--- config.mk ---
export PLATFORM = sky130hd
export DESIGN_NAME = hamming_byte_assembler
export DESIGN_NICKNAME = d
export VERILOG_FILES = /design/src/rtl/hamming_byte_assembler.sv
export SDC_FILE = /design/constraint.sdc
export NUM_CORES = 1
export LEC_CHECK = 0
export CORE_MARGIN = 1.5
export CORE_UTILIZATION = 36
export CTS_BUF_LIST = sky130_fd_sc_hd__clkbuf_4 sky130_fd_sc_hd__clkbuf_8
export CTS_CLUSTER_SIZE = 25
export DETAILED_ROUTE_END_ITERATION = 16
export PLACE_DENSITY = 0.73
export SLEW_MARGIN = 20
export SYNTH_ARGS = -nofsm -noshare
export SYNTH_HDL_FRONTEND = slang
export SYNTH_SLANG_ARGS = --single-unit
--- constraint.sdc ---
create_clock -name clk -period 2.67 [get_ports clk]
set_input_delay 0.534 -clock clk [delete_from_list [all_inputs] [get_ports clk]]
set_output_delay 0.534 -clock clk [all_outputs]
set_load 0.02 [all_outputs]
--- src/rtl/hamming_byte_assembler.sv ---
// Pairs corrected Hamming(7,4) nibbles into bytes on a valid/ready output.
// It flags bytes that contained a corrected bit and keeps a saturating count of corrected nibbles.
module hamming_byte_assembler #(
    parameter int CNT_W = 8
) (
    input  logic             clk,
    input  logic             rst,
    input  logic             in_valid,
    output logic             in_ready,
    input  logic [3:0]       in_w,
    input  logic [2:0]       in_s,
    output logic             out_valid,
    input  logic             out_ready,
    output logic [7:0]       out_byte,
    output logic             out_err,
    input  logic             clr_count,
    output logic [CNT_W-1:0] err_count
);

    // Handshake: a transfer happens on a rising clk edge where valid && ready;
    // valid never waits on ready, and the output holds while out_valid && !out_ready.
    typedef enum logic {
        ST_HI = 1'b0,
        ST_LO = 1'b1
    } state_t;

    state_t             state_q, state_d;
    logic [3:0]         hi_nib_q, hi_nib_d;
    logic               hi_err_q, hi_err_d;
    logic               out_valid_q, out_valid_d;
    logic [7:0]         out_byte_q, out_byte_d;
    logic               out_err_q, out_err_d;
    logic [CNT_W-1:0]   err_count_q, err_count_d;
    logic               in_fire;
    logic               out_fire;
    logic               nib_err;

    always_comb begin
        state_d     = state_q;
        hi_nib_d    = hi_nib_q;
        hi_err_d    = hi_err_q;
        out_valid_d = out_valid_q;
        out_byte_d  = out_byte_q;
        out_err_d   = out_err_q;
        err_count_d = err_count_q;

        // The first nibble never touches the output slot, so it is always accepted.
        in_ready = (state_q == ST_HI) || !out_valid_q || out_ready;
        in_fire  = in_valid && in_ready;
        out_fire = out_valid_q && out_ready;
        nib_err  = (in_s != 3'b000);

        if (out_fire) begin
            out_valid_d = 1'b0;
        end

        if (in_fire) begin
            if (state_q == ST_HI) begin
                hi_nib_d = in_w;
                hi_err_d = nib_err;
                state_d  = ST_LO;
            end else begin
                out_byte_d  = {hi_nib_q, in_w};
                out_err_d   = hi_err_q || nib_err;
                out_valid_d = 1'b1;
                state_d     = ST_HI;
            end
        end

        // Clear wins over a same-cycle increment; the counter sticks at all-ones.
        if (clr_count) begin
            err_count_d = '0;
        end else if (in_fire && nib_err && (err_count_q != {CNT_W{1'b1}})) begin
            err_count_d = err_count_q + CNT_W'(1);
        end
    end

    always_ff @(posedge clk or posedge rst) begin
        if (rst) begin
            state_q     <= ST_HI;
            hi_nib_q    <= 4'h0;
            hi_err_q    <= 1'b0;
            out_valid_q <= 1'b0;
            out_byte_q  <= 8'h00;
            out_err_q   <= 1'b0;
            err_count_q <= '0;
        end else begin
            state_q     <= state_d;
            hi_nib_q    <= hi_nib_d;
            hi_err_q    <= hi_err_d;
            out_valid_q <= out_valid_d;
            out_byte_q  <= out_byte_d;
            out_err_q   <= out_err_d;
            err_count_q <= err_count_d;
        end
    end

    assign out_valid = out_valid_q;
    assign out_byte  = out_byte_q;
    assign out_err   = out_err_q;
    assign err_count = err_count_q;

endmodule

==> flow_summary.json <==
{
  "outcome": "complete, but fails checks",
  "violations": "DRC",
  "fin_skew_ns": 0.00122,
  "fin_cells": 150,
  "end_kind": "output pin",
  "die_area_um2": 3380,
  "cts_setup_buffers": 0,
  "fmaxAchievable_ghz": 0.427,
  "cts_tree": "done",
  "drtPass1Iterations": 12,
  "ys_top_cells_by_area": "dfrtp_1, mux2_2, mux2_4, a21oi_1, nand3_1",
  "synth-async-reset-ratio_pct": 100,
  "grt_max_degree": 25,
  "layout.cells.most_common": "clkdlybuf4s50_1",
  "netlist_instances": 87,
  "cts-buffers-inserted": 3,
  "cp-start-kind": "input port",
  "multiInputGateArea_um2": 468,
  "num_antenna_cells": 0,
  "synth_top_cell_by_area": "dfrtp_1",
  "synth_cell_types": 30,
  "synth_top_area_share_pct": 54.8,
  "post-route-period-util_pct": 87.8,
  "drive_above_1_share_pct": 22.7,
  "slew_violations": 0,
  "synth_seq_area_share_pct": 54.8,
  "mostFrequentLayoutCells": "clkdlybuf4s50_1, dfrtp_1, mux2_2",
  "die_w_um": 58.2,
  "finalCriticalPeriod_ns": 2.34,
  "worst-path-max-fanout": 4,
  "clk_latency_ns": 0.30,
  "clkTransAtPathRegs_ns": 0.13,
  "holdWs_ns": 0.519,
  "hp-class": "flip-flop to flip-flop",
  "finalSetupViolCount": 0,
  "cts.sinks": 24,
  "wl_um": 2170,
  "core_um2": 2830,
  "nets": 133,
  "ys_ff_latch": 24,
  "drt_iter0_drc": 25,
  "dp_hpwl_um": 1600,
  "timing_hold_violations_final": 0,
  "fillCellCount": 255,
  "fin_area_um2": 1460,
  "slew_headroom_pct": 65.0,
  "tns_ns": 0,
  "internal-power_uw": 743,
  "pwr-share-seq_pct": 47.3,
  "clkPwrFrac_pct": 17.5,
  "p_comb_share_pct": 35.2,
  "grt_use_total_pct": 14.2,
  "synth.avg_cell_area_um2": 12.6,
  "worstHoldPathCells": 1,
  "ios": 31,
  "avgRoutedWirePerCell_um": 14.5,
  "netlist_area_um2": 1100,
  "syn_to_final_growth_pct": 33.1,
  "numPortBuffers": 30,
  "powerDensity_nw_per_um2": 733,
  "cp.arrival_ns": 1.81,
  "cts.path.max_buffers": 2,
  "cts_hold_buf": 0,
  "die_h_um": 58.2,
  "min_to": "hi_nib_q[3]",
  "tightest_slew_ns": 0.524,
  "p_sw_uw": 327,
  "power.share.switching_pct": 30.6,
  "grt_overflow": 0,
  "crit_buf_inv": 2,
  "grt_setup_unrepaired": "no",
  "p_total_mw": 1.07,
  "path_delay_family": "buffers and inverters",
  "initial_core_util_pct": 38.7,
  "path_class": "input port to output pin",
  "dp_cells": 146,
  "slowest_delay_ns": 0.62,
  "min_from": "hi_nib_q[3]",
  "power_leakage_nw": 0.591,
  "synth_edf_count": 0,
  "drv_cap": 0,
  "vias": 812,
  "timing.rr.end": "err_count[5]",
  "antenna_found_initial": 0,
  "post_cts_resized": 0,
  "yosysWarnings": 0,
  "syn-num-nets": 100,
  "antenna_left": 0,
  "viasPerCell": 5.41,
  "grt_pass1_wl_um": 3750,
  "r2r-start": "err_count[0]",
  "r2r_slack_ns": 0.99,
  "cts_root_buffer": "clkbuf_4",
  "post-route-drc-count": 3,
  "gp_congestion": 0.663,
  "path_common_cell": "clkdlybuf4s50_1",
  "synth_top_flop_cell": "dfrtp_1",
  "cp.required_ns": 2.14,
  "htree_num_levels": 1,
  "rows": 19,
  "crit_chain": "clkdlybuf4s50_1, nand3b_2, clkdlybuf4s50_1",
  "vdd_ir_drop_max_uv": 477,
  "layout.area.seq_um2": 601,
  "cp.depth": 3,
  "place_area_um2": 1420,
  "reg2reg_depth": 5,
  "crit_slowest_cell": "clkdlybuf4s50_1",
  "grt_pass1_vias": 827
}
-- sequential cells by signal (all words and copies together), names as in the netlist --
| register | flops |
|---|---|
| out_byte | 8 |
| out_valid | 1 |
| hi_nib_q | 4 |
| hi_err_q | 1 |
| err_count | 8 |
| state_q | 1 |
| out_err | 1 |
-- power groups by stage --
stage               combinational, mW  clock, mW  sequential, mW
finish                          0.377      0.187           0.506
floorplan                       0.129          0           0.586
CTS                             0.382      0.194           0.508
global route                    0.403      0.212           0.522
global placement                0.373          0           0.510
detailed placement              0.380          0           0.516
-- final cells by class --
class	count	area share [%]
clock buffer	4	2.49
tap	31	2.66
timing repair buffer	31	21.1
multi-input combinational	58	32.1
inverter	2	0.515
sequential	24	41.2
-- per-stage QoR --
| step | setup slack, ns | utilization (%) |
|---|---|---|
| 3_5_place_dp | 0.321 | 50.3 |
| 4_1_cts | 0.321 | 51.6 |
| 2_1_floorplan | 0.994 | - |
| 3_3_place_gp | 0.350 | 50.3 |
| 5_1_grt | 0.306 | 51.6 |
| 6_report | 0.326 | 51.6 |
-- how the worst max path moves through the flow --
stage | start | endpoint | slack [ns]
finish | out_ready | in_ready | 0.33
global route | out_ready | in_ready | 0.31
CTS | out_ready | in_ready | 0.32
detailed placement | out_ready | in_ready | 0.32
global placement | out_ready | in_ready | 0.35
floorplan | out_ready | out_byte[0] | 0.99
-- kinds of logic (layout without fill, tap and decap cells) --
group           after synthesis  in the layout  share of synthesized area, %
fa+ha+maj                     1              1                          1.14
mux                          15             15                          16.1
simple gates                 28             28                          17.6
flops                        24             24                          54.8
compound gates               14             14                          7.88
buf+inv                       5             37                          2.51
-- synthesized netlist by cell type (all sizes together) (2+ instances only) --
master and count:
mux2 15, o41ai 2, or3 2, nand2 3, or4 3, a21oi 5, nand3 6, nor2b 2
inv 2, o21ai 4, nor2 4, buf 3, dfrtp 24, nor3 3
-- metal layers --
metal  global-route usage, %  routed length, µm
met5                       0                  0
met1                    17.8                968
met2                    26.0               1090
met3                    3.13                114
met4                   0.997                  0
No activity file was read; power rests on OpenSTA's default activity.
